File: src/rtl/operand_capture.sv
// Operand capture front end for a 4-bit subtractor.
// Synchronizes switches and buttons, debounces buttons, runs a 3-phase load FSM.
module operand_capture #(
  parameter int unsigned DEBOUNCE_CYCLES = 50000
) (
  input  logic       Clk,
  input  logic       Rst,
  input  logic [7:0] Sw,
  input  logic       Btn0,
  input  logic       Btn1,
  output logic [3:0] OpX,
  output logic [3:0] OpY,
  output logic       Bin,
  output logic       OpValid,
  output logic [1:0] Phase
);

  typedef enum logic [1:0] {
    LOAD_X = 2'd0,
    LOAD_Y = 2'd1,
    READY  = 2'd2
  } state_t;

  localparam logic [15:0] CNT_MAX = 16'(DEBOUNCE_CYCLES - 1);

  // index 0 is the clear button, index 1 the enter button
  logic [1:0]  btn_raw;
  logic [7:0]  sw_s1_q, sw_s2_q;
  logic [1:0]  btn_s1_q, btn_s2_q;
  logic [15:0] cnt_q [2];
  logic [15:0] cnt_d [2];
  logic [1:0]  lvl_q, lvl_d;
  logic [1:0]  pulse_q, pulse_d;

  state_t      state_q, state_d;
  logic [3:0]  opx_q, opx_d;
  logic [3:0]  opy_q, opy_d;
  logic        bin_q, bin_d;
  logic        valid_q, valid_d;

  logic        unused_sw;

  assign btn_raw   = {Btn1, Btn0};
  assign unused_sw = ^sw_s2_q[7:5];

  // two-flop synchronizers for every asynchronous input
  always_ff @(posedge Clk or posedge Rst) begin
    if (Rst) begin
      sw_s1_q  <= '0;
      sw_s2_q  <= '0;
      btn_s1_q <= '0;
      btn_s2_q <= '0;
    end else begin
      sw_s1_q  <= Sw;
      sw_s2_q  <= sw_s1_q;
      btn_s1_q <= btn_raw;
      btn_s2_q <= btn_s1_q;
    end
  end

  // debounce: count clocks the sample disagrees with the level, flip on terminal count
  always_comb begin
    for (int i = 0; i < 2; i++) begin
      cnt_d[i]   = cnt_q[i];
      lvl_d[i]   = lvl_q[i];
      pulse_d[i] = 1'b0;
      if (btn_s2_q[i] == lvl_q[i]) begin
        cnt_d[i] = '0;
      end else if (cnt_q[i] == CNT_MAX) begin
        cnt_d[i]   = '0;
        lvl_d[i]   = ~lvl_q[i];
        pulse_d[i] = ~lvl_q[i];
      end else begin
        cnt_d[i] = cnt_q[i] + 16'd1;
      end
    end
  end

  // debouncer state and one-clock press pulses
  always_ff @(posedge Clk or posedge Rst) begin
    if (Rst) begin
      for (int i = 0; i < 2; i++) begin
        cnt_q[i] <= '0;
      end
      lvl_q   <= '0;
      pulse_q <= '0;
    end else begin
      for (int i = 0; i < 2; i++) begin
        cnt_q[i] <= cnt_d[i];
      end
      lvl_q   <= lvl_d;
      pulse_q <= pulse_d;
    end
  end

  // load sequencer; clear pulse overrides enter pulse
  always_comb begin
    state_d = state_q;
    opx_d   = opx_q;
    opy_d   = opy_q;
    bin_d   = bin_q;
    valid_d = valid_q;
    if (pulse_q[0]) begin
      state_d = LOAD_X;
      opx_d   = '0;
      opy_d   = '0;
      bin_d   = 1'b0;
      valid_d = 1'b0;
    end else if (pulse_q[1]) begin
      unique case (state_q)
        LOAD_X: begin
          opx_d   = sw_s2_q[3:0];
          valid_d = 1'b0;
          state_d = LOAD_Y;
        end
        LOAD_Y: begin
          opy_d   = sw_s2_q[3:0];
          bin_d   = sw_s2_q[4];
          valid_d = 1'b1;
          state_d = READY;
        end
        READY: begin
          valid_d = 1'b0;
          state_d = LOAD_X;
        end
        default: begin
          valid_d = 1'b0;
          state_d = LOAD_X;
        end
      endcase
    end
  end

  // sequencer and operand registers
  always_ff @(posedge Clk or posedge Rst) begin
    if (Rst) begin
      state_q <= LOAD_X;
      opx_q   <= '0;
      opy_q   <= '0;
      bin_q   <= 1'b0;
      valid_q <= 1'b0;
    end else begin
      state_q <= state_d;
      opx_q   <= opx_d;
      opy_q   <= opy_d;
      bin_q   <= bin_d;
      valid_q <= valid_d;
    end
  end

  assign OpX     = opx_q;
  assign OpY     = opy_q;
  assign Bin     = bin_q;
  assign OpValid = valid_q;
  assign Phase   = state_q;

endmodule

File: config.mk
export PLATFORM = sky130hd
export DESIGN_NAME = operand_capture
export DESIGN_NICKNAME = d
export VERILOG_FILES = /design/src/rtl/operand_capture.sv
export SDC_FILE = /design/constraint.sdc
export NUM_CORES = 1
export LEC_CHECK = 0
export BUFFER_PORTS_ARGS = -buffer_cell sky130_fd_sc_hd__buf_2
export CORE_MARGIN = 10
export CORE_UTILIZATION = 60
export DETAILED_ROUTE_END_ITERATION = 6
export PLACE_DENSITY = 0.8
export SLEW_MARGIN = 20
export SYNTH_ARGS = -nofsm -noshare
export SYNTH_HDL_FRONTEND = slang
export SYNTH_SLANG_ARGS = --single-unit
File: constraint.sdc
create_clock -name Clk -period 3.3 [get_ports Clk]
set_clock_uncertainty 0.15 [all_clocks]
set_input_delay 0.66 -clock Clk [delete_from_list [all_inputs] [get_ports Clk]]
set_output_delay 0.66 -clock Clk [all_outputs]
set_load 0.03 [all_outputs]
==> summary by stage, run 1 <==
Global routing
After global routing the overflow that remains totals 0. The initial antenna violation count came to 0. The via count of the first global-routing pass came to 1741. The aggregate global-route resource usage is 0.133.

The first global-routing pass estimated 7.76 mm of wire. Entering global routing, the biggest net connects 32 pins.

Route
The detailed-route via count is 1706. In this run, the number of DRC markers left after iteration 0 of detailed routing was 53. The routed wire length is 4.48 mm.

In this run the remaining antenna-violating nets after routing total 0. The post-detailed-route wirelength per cell is ~15 microns. The first-pass detailed-route iteration total is 4.

Dividing the detail-routed via count by the number of cells gives 5.54. The count of unresolved DRC violations after routing is 0.

Floorplan
The core region is ~4000 sq um. The die covers ~7400 sq um. In this run the vertical extent of the chip is 85.9 microns. The width of the die is 85.9 microns. The starting density of the core is 0.637. During I/O placement, the number of pins put on the boundary was 24.

The row count is 23.

Timing
The setup TNS is 0 ns. The final period utilization is 0.591. The final-report hold violation count came to 0. Setup repair after global routing left no endpoint under its margin. Derived from the worst setup path, the maximum achievable clock frequency is 0.513 GHz.

The final setup violation count is 0. The final number of max-transition violations was 0. The slew at the pin with the worst max-slew slack is approximately 0.62 ns.

The time the worst path needs with I/O delays and setup is 1.95 ns. The worst max-slew margin expressed relative to the limit is 0.588.

Clock network
In this run the clock root is driven by a clkbuf_8. For the worst-skew pair, the clock arrives at the later sink with an insertion delay of ~0.34 ns. TritonCTS built the clock tree. TritonCTS created 9 clock buffers. The number of buffers inserted by post-CTS setup repair is 0.

The clock transition at the register clock pins on the worst setup and hold paths after CTS is 0.08 ns. After clock tree synthesis, the flow added hold-fix buffers numbering 0. The post-cts repair resize count is 0. The clock sink count is 62. The longest clock path from root to sink contains 2 buffers. The number of levels in the clock H-tree is 3.

Cells and area
From synthesis to final layout, the design area changed by 14.1%. The filler cells instantiated in the layout total 300. The number of antenna diodes in the final layout is 0. Once layout is complete, the utilization of the core stands at 0.727. Of the cells placed in the final design, the portion with a size suffix greater than 1 is 0.213. The final layout contains 267 nets.

Run status
The flow ran to the end, and the final reports show no timing, DRC or antenna violations.

Yosys
The cell accounting for the most synthesized area is dfrtp_1. The netlist uses 31 different library cells. The cell area that synthesis handed to floorplanning was about 2600 sq um.

In the post-synthesis netlist, the biggest area contributors are dfrtp_1 (60%), xnor2_1 (8.1%), nor2_1 (5.0%), mux2i_1 (3.5%), nor4_1 (2.4%). The net count after synthesis is 238. The warning count from the yosys run is 0.

The flip-flop cell with the highest count after synthesis is dfrtp_1. For this run, the register share of the synthesized area comes to 0.596. The average cell area after synthesis is around 12 sq um. Counting flops with an async set or reset pin after synthesis yields a share of 1.00. The flop and latch count out of synthesis is 62.

The number of enable flip-flop cells after synthesis is 0. The top-area cell type share of the netlist area is 0.596. The most common cell in the synthesized netlist is dfrtp_1. In the synthesized netlist, the number of instances is 224. In the synthesized netlist, the cells that appear most often are dfrtp_1 (62), nor2_1 (35), xnor2_1 (24).

Setup path
Data arrives at the worst endpoint at 2.03 ns. The largest driver fanout on the critical path is 5. STA classifies the critical path endpoint as a register. The data required time at the worst endpoint is ~3.4 ns. Tracing the worst setup path back leads to its startpoint at cnt_q[16]. The startpoint of the lowest-slack register-to-register path is cnt_q[16]. The worst setup path is launched from a register. The critical setup path kind is reg2reg.

Power and ir drop
The analysis attributes to cell leakage a power of 1.36 nW. For this design the ratio of total power to cell area is around 530 nW/um^2. The worst-case vdd ir drop is ~0.00034 V.

Placement
Detailed placement finished with a half-perimeter wire length of 3.05 mm. Input and output buffers added on the ports amount to 20. At the end of routability-driven placement, the weighted congestion stood at 0.863.

Hold path
The startpoint identified for the worst hold timing path is sw_s1_q[2]. The class of the worst hold path is reg2reg.

Flow run
The max capacitance violation total is 0.
## cells by family (layout without fill, tap and decap cells)
kind of cell	Yosys count	in the layout	synth area share
buffers and inverters	12	46	0.0264
adders and majority gates	2	2	0.00960
AOI/OAI and AO/OA	4	4	0.00769
muxes	11	11	0.0447
xor gates and xnor gates	29	29	0.0975
DFF	62	62	0.596
and+or+nand+nor	104	104	0.219
## registers in the layout, summed over array words and instances, names as in the netlist
| signal | count |
|---|---|
| OpY | 4 |
| sw_s1_q | 5 |
| cnt_q | 32 |
| btn_s2_q | 2 |
| sw_s2_q | 5 |
| lvl_q | 2 |
| OpX | 4 |
| Phase | 2 |
| pulse_q | 2 |
| Bin | 1 |
| OpValid | 1 |
| btn_s1_q | 2 |
## power by group
part           internal, mW  switching (mW)  total, mW  leakage [nW]
sequential            0.774          0.0104      0.784         0.829
clock                 0.435           0.319      0.754         0.115
combinational        0.0125          0.0275     0.0400         0.418
total                  1.22           0.357       1.58          1.36
## final timing paths
| check | slack [ns] | endpoint | cells after the start |
|---|---|---|---|
| hold reg to reg | 0.20 | sw_s2_q[2] | 0 |
| setup / recovery | 1.35 | lvl_q[0] | 4 |
| setup reg to reg | 1.35 | lvl_q[0] | 4 |
| hold / removal | 0.20 | sw_s2_q[2] | 0 |
| min in group asynchronous | 0.23 | cnt_q[14] | 2 |
| max in group asynchronous | 2.11 | cnt_q[25] | 3 |
## layout by cell type (no fill, tap or decap), types with 2 or more instances in the layout
cell type	Yosys	routed
nor4bb_1	2	2
clkinv_4	0	2
inv_6	0	3
dfrtp_1	62	62
buf_4	0	2
and3_1	2	2
nand4_1	7	7
nor4_1	10	10
ha_1	2	2
inv_1	8	7
nand2_1	11	11
nor2_1	35	35
xor2_1	5	5
nor3b_1	2	2
nor2_2	9	9
bufinv_16	0	2
clkbuf_8	0	9
buf_2	0	20
nand3_1	10	10
a21oi_1	4	4
xnor2_1	24	24
nor3_1	6	6
nand4bb_1	2	2
mux2i_1	9	9
## metal layers
layer | track usage | part of all wire | up-vias | wire (microns)
met5 | 0 | 0 | - | 0
met4 | 0.0644 | 0.017 | 0 | 74
met3 | 0.0700 | 0.058 | 7 | 261
met2 | 0.201 | 0.47 | 38 | 2110
met1 | 0.151 | 0.45 | 839 | 2030
li1 | - | - | 822 | -
## worst max-delay path: stages (launching register included)
cell	delay, ns
dfrtp_1	0.40
ha_1	0.28
nand4_4	0.15
or4_4	0.55
mux2_4	0.31
## per-stage QoR
stage	hold WS (ns)	std cells	cell area [sq um]	total power, mW	setup WS [ns]
2_1_floorplan	0.181	224	2610	0.826	0.949
3_3_place_gp	0.181	292	2740	0.838	1.38
3_5_place_dp	0.187	292	2740	0.840	1.38
4_1_cts	0.199	308	2970	1.60	1.33
5_1_grt	0.207	308	2970	1.64	1.19
6_report	0.197	308	2970	1.58	1.35
## layout make-up
cell class | instances | area, sq um | area share
flip-flops and latches | 62 | 1550 | 0.522
multi-input cells | 150 | 985 | 0.331
clock buffers | 9 | 124 | 0.0417
repair buffers | 22 | 115 | 0.0387
clock inverters | 7 | 104 | 0.0349
well taps | 50 | 62.6 | 0.0211
inverters | 8 | 30.0 | 0.0101
Power figures use the tool's default switching activity.
==> inputs of run 2 (changes only) <==
--- a/config.mk
+++ b/config.mk
@@ -7,9 +7,9 @@
 export LEC_CHECK = 0
 export BUFFER_PORTS_ARGS = -buffer_cell sky130_fd_sc_hd__buf_2
 export CORE_MARGIN = 10
-export CORE_UTILIZATION = 60
+export CORE_UTILIZATION = 52
 export DETAILED_ROUTE_END_ITERATION = 6
-export PLACE_DENSITY = 0.8
+export PLACE_DENSITY = 0.74
 export SLEW_MARGIN = 20
 export SYNTH_ARGS = -nofsm -noshare
 export SYNTH_HDL_FRONTEND = slang
==> constraint.sdc (replaced) <==
create_clock -name Clk -period 1.7 [get_ports Clk]
set_clock_uncertainty 0.15 [all_clocks]
set_input_delay 0.34 -clock Clk [delete_from_list [all_inputs] [get_ports Clk]]
set_output_delay 0.34 -clock Clk [all_outputs]
set_load 0.03 [all_outputs]
==> run 2 against run 1 <==
Clock-buffer cell count is the same. Die area grew 12%. Final cell count grew 19%. Critical path type unchanged. First-iteration DRC count grew 120%. Non-clock buffer count grew 41. The run now ends with setup timing left. Global-route usage shrank 0.33 points. Combinational power grew to 3.5 times the previous value. Routed wire length grew 20%. Largest power group unchanged. Worst setup slack lost 1.5 ns.
==> summary by stage, run 2 (synthesis results as in run 1) <==
Run status
The flow ran to the end, but the final reports show violations. The checks that failed: setup timing.

Route
The routed via count divided by cell count was 5.05 (-8.7%). The detailed-route via count was 1855 (+8.7%). The total length of routed met2 wires is 2.70 mm (+28%). The sum of met3 wire segment lengths after detailed routing was 269 microns (+3.1%). The post-route antenna net violation count came to 0 (unchanged). The first-pass detailed-route iteration total is 4 (unchanged).

The post-detailed-route wirelength per cell was 14.7 microns (+0.87%). The met1 routed wirelength after detailed routing is 2.34 mm (+16%). The routed wire length was 5.38 mm (+20%).

The highest layer used for signal routing is met4. The number of DRC markers in iteration 0 came to 119 (+120%). The count of unresolved DRC violations after routing is 0 (unchanged).

Cells and area
The filler cell count in the final layout is 319 (+6.3%). The register containing the most flip-flops in the final layout is cnt_q. The fraction of layout cells with a size suffix above 1 came to 0.327 (+0.113). The total inserted antenna cells came to 0 (unchanged). The final net count came to 309 (+16%). The combined area of the multi-input logic cells is 1050 sq um (+7.1%). The most common library cell in the layout ignoring fill and taps is dfrtp_1.

The post-route standard cell area excluding fillers is 3440 sq um (+16%). The final standard cell count with taps included and fillers excluded is 367 (+19%). The share of the core filled with cells was 0.718 (-0.00876). Leaving out fill and tap cells, the most frequent cells in the layout are dfrtp_1 (62), nor2_1 (35), buf_4 (32). The area overhead of the layout relative to synthesis is 32.0%. The flip-flop count of the largest register after layout was 32 (unchanged).

The sequential cell area is 1550 sq um (unchanged). In the final layout, the registers with the most flip-flops are cnt_q (32), sw_s1_q (5), sw_s2_q (5).

Setup path
The largest driver fanout on the critical path is 8 (+3). The signal arrival time at the worst endpoint is 1.88 ns (-0.15 ns). The worst setup path is captured at a register.

Traced cell by cell, the critical path runs through ha_2, nand4_4, or4_4, buf_4, nand2_8, nor2_1. The data required time at the worst endpoint is 1.78 ns (-1.60 ns). The register-to-register setup slack is -0.10 ns (-1.45 ns). The slowest cell on the critical path is or4_4. The maximum single-stage delay on the critical path is 0.54 ns (about the same). The critical setup path kind is reg2reg. STA classifies the critical path startpoint as a register.

Global routing
The via count of the first global-routing pass came to 1874 (+7.6%). The total overflow reported by the global router is 0 (unchanged). The initial antenna violation count is 0 (unchanged).

The global-route wire length before repair is 8.69 mm (+12%). The aggregate global-route resource usage is 0.130 (-0.00332). The largest net degree at the start of global routing is 63 (+97%).

Placement
The detailed placer's ending HPWL is 3.11 mm (+2.0%). The cell area reported after detailed placement is 2960 sq um (+7.8%). The global placer's final weighted congestion is 0.824 (-4.5%). The cell count after placement is 331 (+13%).

The count of port buffers added during placement is 20 (unchanged).

Power and ir drop
The power per standard cell area is 913 nW/um^2 (+72%). The worst-case vdd ir drop is 0.00101 V (+200%). The leakage power of the design is 1.57 nW (+15%).

Timing
The worst max-slew margin expressed relative to the limit came to 0.431 (-0.157). The final setup violation count is 18 (+18). The final critical-path setup slack is -0.100 ns (-1.45 ns). The slew at the pin with the worst max-slew slack is 0.850 ns (+0.233 ns). The time the worst path needs with I/O delays and setup is 1.80 ns (-0.150 ns).

The setup TNS is -1.48 ns (-1.48 ns). The final number of max-transition violations was 0 (unchanged). Setup repair after global routing could not meet its margin everywhere. The final-report hold violation count is 0 (unchanged). The maximum operating frequency is 0.555 GHz (+8.3%). The final period utilization is 1.06 (+0.468).

Clock network
The clock sink count is 62 (unchanged). The CTS tree is done. The CTS buffer count is 9 (unchanged).

The clock transition at the register clock pins on the worst setup and hold paths after CTS is 0.08 ns (about the same). The number of levels in the clock H-tree came to 3 (unchanged). The root cell of the clock tree is clkbuf_8.

The maximum root-to-sink buffer count came to 2 (unchanged). The clock latency on the worst-skew pair is 0.35 ns (about the same).

Floorplan
The core outline area is 4790 sq um (+17%). The starting density of the core is 0.544 (-0.0932). The area enclosed by the die boundary is 8240 sq um (+12%). The boundary pin count is 24 (unchanged). The width of the die is 90.8 microns (+5.7%). The row count is 25 (+8.7%). The height of the chip is 90.8 microns (+5.7%).

Hold path
The min-delay analysis places its worst path in the category reg2reg.

Flow run
The max capacitance violation total came to 0 (unchanged).
==> run 2: power breakdown <==
part	switching [mW]	internal (mW)	leakage (nW)
Combinational	0.0714	0.0678	0.626
Sequential	0.0179	1.50	0.829
Clock	0.634	0.844	0.112
==> run 2: worst paths after layout <==
| check | startpoint | to | cells past startpoint |
|---|---|---|---|
| worst max-delay path | cnt_q[16] | cnt_q[21] | 6 |
| worst min-delay path | sw_s1_q[0] | sw_s2_q[0] | 0 |
| worst max register to register | cnt_q[16] | cnt_q[21] | 6 |
| worst min register to register | sw_s1_q[0] | sw_s2_q[0] | 0 |
| max in group asynchronous | Rst | cnt_q[26] | 4 |
| min in group asynchronous | Rst | Bin | 4 |
==> run 2: per-layer routing <==
layer,vias to the layer above,GRT usage
met4,0,0.0692
met3,9,0.0499
met1,901,0.156
met2,37,0.197
met5,-,0
li1,908,-
==> run 2: worst max-delay path: cells and delay by family, from the launching register on <==
kind / cells / cell delay [ns]
AND/OR/NAND/NOR: 4 / 0.79
buffers and inverters: 1 / 0.18
flip-flops: 1 / 0.36
adder cells (fa/ha/maj): 1 / 0.21
==> run 2: final cells by class <==
class                           count  share of cell area
Clock buffer                        9              0.0360
Clock inverter                      7              0.0306
Inverter                            8             0.00983
Multi-Input combinational cell    151               0.307
Sequential cell                    62               0.451
Tap cell                           67              0.0244
Timing Repair Buffer               63               0.141
==> run 2: stage by stage <==
step	setup WS, ns	power, mW	hold slack [ns]
final	-0.100	3.14	0.201
after global routing	-0.144	3.26	0.199
after CTS	-0.0846	3.15	0.201
after detailed placement	-0.0916	1.65	0.186
after global placement	-0.0819	1.64	0.182
after floorplan	-0.163	1.61	0.181
==> run 2: what timing repair did <==
item                                    in CTS  in global routing
endpoints found under the setup margin      19                 34
hold buffers                                 8                  0
gates cloned                                 0                  2
resized for setup                            2                  9
pin swaps                                    0                  5
endpoints found under the hold margin       69                  0
setup buffers                                0                 10
==> inputs of run 3 (changes only) <==
--- a/config.mk
+++ b/config.mk
@@ -5,11 +5,12 @@
 export SDC_FILE = /design/constraint.sdc
 export NUM_CORES = 1
 export LEC_CHECK = 0
+export ABC_AREA = 1
 export BUFFER_PORTS_ARGS = -buffer_cell sky130_fd_sc_hd__buf_2
 export CORE_MARGIN = 10
-export CORE_UTILIZATION = 52
+export CORE_UTILIZATION = 53
 export DETAILED_ROUTE_END_ITERATION = 6
-export PLACE_DENSITY = 0.74
+export PLACE_DENSITY = 0.75
 export SLEW_MARGIN = 20
 export SYNTH_ARGS = -nofsm -noshare
 export SYNTH_HDL_FRONTEND = slang
==> run 3 against run 2 <==
The run now ends clean. Non-clock buffer count is 33 lower. Clock power decreased by 5%. Clock-buffer cell count unchanged. Fmax up 16%. Final area down 4.0%. Sequential cell count stayed put. First-iteration DRC count shrank 0.84%. Routed wire length fell by 2.8%. Core utilization fell by 7.2 points. Critical path type unchanged.
==> summary by stage, run 3 <==
Cells and area
The flip-flop count of the largest register after layout is 32 (unchanged). Relative to the synthesized area, the layout overhead comes to 18.6%. Ranked by flip-flop count, first place goes to cnt_q. The total inserted antenna cells is 0 (unchanged). The final standard cell count with taps included and fillers excluded is 433 (+18%). The most common library cell in the layout ignoring fill and taps is nor2_1. The post-route standard cell area excluding fillers was 3300 sq um (-4.0%). The largest registers in the layout are cnt_q (32), sw_s1_q (5), sw_s2_q (5).

The final net count was 372 (+20%). The fraction of layout cells with a size suffix above 1 is 0.163 (-0.164). Leaving out fill and tap cells, the most frequent cells in the layout are nor2_1 (69), dfrtp_1 (62), nand2_1 (55).

Power and ir drop
The total power is 3.04 mW (-3.1%). The leakage power of the design is 1.62 nW (+3.2%). The power per standard cell area is 921 nW/um^2 (+0.92%). The worst-case vdd ir drop was 0.000565 V (-44%).

Placement
The global placer's final weighted congestion came to 0.859 (+4.3%). The cell count after placement is 409 (+24%). The cell area reported after detailed placement is 3000 sq um (+1.4%).

The count of port buffers added during placement is 20 (unchanged). The detailed placer's ending HPWL is 3.74 mm (+20%).

Yosys
The top-area cell type share of the netlist area is 0.557 (-0.0385). The synthesized cell area is 2790 sq um (+6.9%). The commonest cells after synthesis are nor2_1 (69), dfrtp_1 (62), nand2_1 (55). The net count after synthesis is 332 (+39%).

The flop and latch count out of synthesis is 62 (unchanged). The share of synthesized flip-flops with an asynchronous set or reset came to 1.00 (unchanged). The sequential element share of the synthesized area was 0.557 (-0.0385). Yosys attributes the largest share of cell area to dfrtp_1 (56%), nor2_1 (9.3%), nand2_1 (7.4%), nand3_1 (5.8%), inv_1 (5.0%). The number of enable flip-flop cells after synthesis is 0 (unchanged). The number of different library cells in the post-synthesis netlist was 25 (-19%). Among all flip-flop cells after synthesis, the most frequent one is dfrtp_1.

By instance count, the leading cell after synthesis is nor2_1. The cell accounting for the most synthesized area is dfrtp_1. The average cell area after synthesis is 8.76 sq um (-25%). The instance count of the mapped netlist was 318 (+42%). The warning count from the yosys run was 0 (unchanged).

Clock network
The clock sink count was 62 (unchanged). The post-cts repair resize count came to 0 (-2). The maximum root-to-sink buffer count is 2 (unchanged).

The clock transition at the register clock pins on the worst setup and hold paths after CTS is 0.07 ns (about the same). The CTS tree is done. The number of levels in the clock H-tree is 3 (unchanged). The clock latency on the worst-skew pair is 0.34 ns (about the same). The root cell of the clock tree is clkbuf_8.

The CTS buffer count is 9 (unchanged).

Setup path
The data required time at the worst endpoint is 1.82 ns (+0.04 ns). The worst setup path is captured at a register. The critical path is of the reg2reg type.

The signal arrival time at the worst endpoint is 1.68 ns (-0.20 ns). The largest driver fanout on the critical path is 4 (-4). STA classifies the critical path startpoint as a register.

Global routing
The via count of the first global-routing pass is 2184 (+17%). The total overflow reported by the global router was 0 (unchanged). The global-route wire length before repair is 9.63 mm (+11%). The initial antenna violation count is 0 (unchanged). The aggregate global-route resource usage is 0.140 (+0.0102). The largest net degree at the start of global routing is 50 (-21%).

Run status
The run finished with clean final reports.

Hold path
The path class of the tightest hold or removal check is reg2reg.

Floorplan
The starting density of the core came to 0.545 (+0.00101). The height of the chip is 92.5 microns (+1.9%). The row count is 26 (+4.0%). The area enclosed by the die boundary is 8550 sq um (+3.8%). The width of the die is 92.5 microns (+1.9%).

The core outline area is 5110 sq um (+6.7%). The boundary pin count is 24 (unchanged).

Timing
The final number of max-transition violations was 0 (unchanged). The maximum operating frequency is 0.642 GHz (+16%). The final-report hold violation count is 0 (unchanged). The setup TNS is 0 ns (+1.48 ns). The time the worst path needs with I/O delays and setup is 1.56 ns (-0.244 ns). The worst hold slack came to 0.193 ns (-0.00826 ns). The slew at the pin with the worst max-slew slack is 0.448 ns (-0.402 ns). The final setup violation count was 0 (-18). Setup repair after global routing left no endpoint under its margin.

The worst max-slew margin expressed relative to the limit came to 0.700 (+0.269). The final period utilization is 0.916 (-0.143).

Route
The detailed-route via count is 2144 (+16%). The routed wire length is 5.23 mm (-2.8%). The routed via count divided by cell count was 4.95 (-2.0%). The number of DRC markers in iteration 0 came to 118 (-0.84%). The first-pass detailed-route iteration total was 4 (unchanged). The post-detailed-route wirelength per cell is 12.1 microns (-18%). The count of unresolved DRC violations after routing is 0 (unchanged). The post-route antenna net violation count was 0 (unchanged).

Flow run
The max capacitance violation total is 0 (unchanged).
==> run 3: cell types whose count changed after synthesis, moves of 6 or more <==
cell	change
nor2_2	-6
o21ai_0	+7
nor2_1	+34
nand2_2	+8
nand3_1	+22
nand2_1	+44
mux2i_1	-9
xnor2_1	-19
inv_1	+29
nor4_1	-10
==> run 3: critical path, cell delays in order, from the launching register on <==
cell	delay, ns
dfrtp_1	0.40
ha_1	0.21
nand2_1	0.08
nor2_1	0.25
nand2_2	0.11
o21bai_2	0.11
nand3_1	0.08
nor2_1	0.11
==> run 3: power by group <==
group          leakage [nW]  internal, mW  switching [mW]
Clock                 0.109         0.828           0.586
Sequential            0.829          1.50          0.0182
Combinational         0.678        0.0408          0.0643
Total                  1.62          2.37           0.669
==> run 3: cells by family after synthesis <==
logic type      Yosys count  synth area share
flops                    62             0.557
fa+ha+maj                 2           0.00898
buf+inv                  39            0.0530
simple gates            178             0.279
mux                       3            0.0121
compound gates           19            0.0404
xor+xnor                 15            0.0499
==> run 3: final cells by class <==
type,instances,area [sq um]
clock buffer,9,124
clock inverter,7,98.8
fill,425,1810
inverter,38,146
multi-input combinational,217,1090
sequential,62,1550
tap,70,87.6
timing repair buffer,30,208
==> run 3: final timing paths <==
path,start,endpoint,slack [ns],cells after the start
max,cnt_q[16],cnt_q[26],0.14,7
min,sw_s1_q[3],sw_s2_q[3],0.19,0
max reg2reg,cnt_q[16],cnt_q[26],0.14,7
min reg2reg,sw_s1_q[3],sw_s2_q[3],0.19,0
max in group asynchronous,Rst,cnt_q[18],0.51,4
min in group asynchronous,Rst,cnt_q[11],0.37,3
==> run 3: what timing repair did <==
action,in CTS,in global routing
setup buffers,0,0
endpoints found under the hold margin,20,0
hold buffers,8,0
==> run 3: layer usage <==
layer | GRT usage | routed length [microns]
met1 | 0.155 | 2200
met2 | 0.229 | 2590
met3 | 0.0557 | 321
met4 | 0.0720 | 118
met5 | 0 | 0
==> run 3: metrics by stage <==
step | setup WS [ns] | util
floorplan | 0.260 | -
global placement | 0.192 | 0.587
detailed placement | 0.150 | 0.587
CTS | 0.136 | 0.646
global route | 0.000857 | 0.646
finish | 0.143 | 0.646
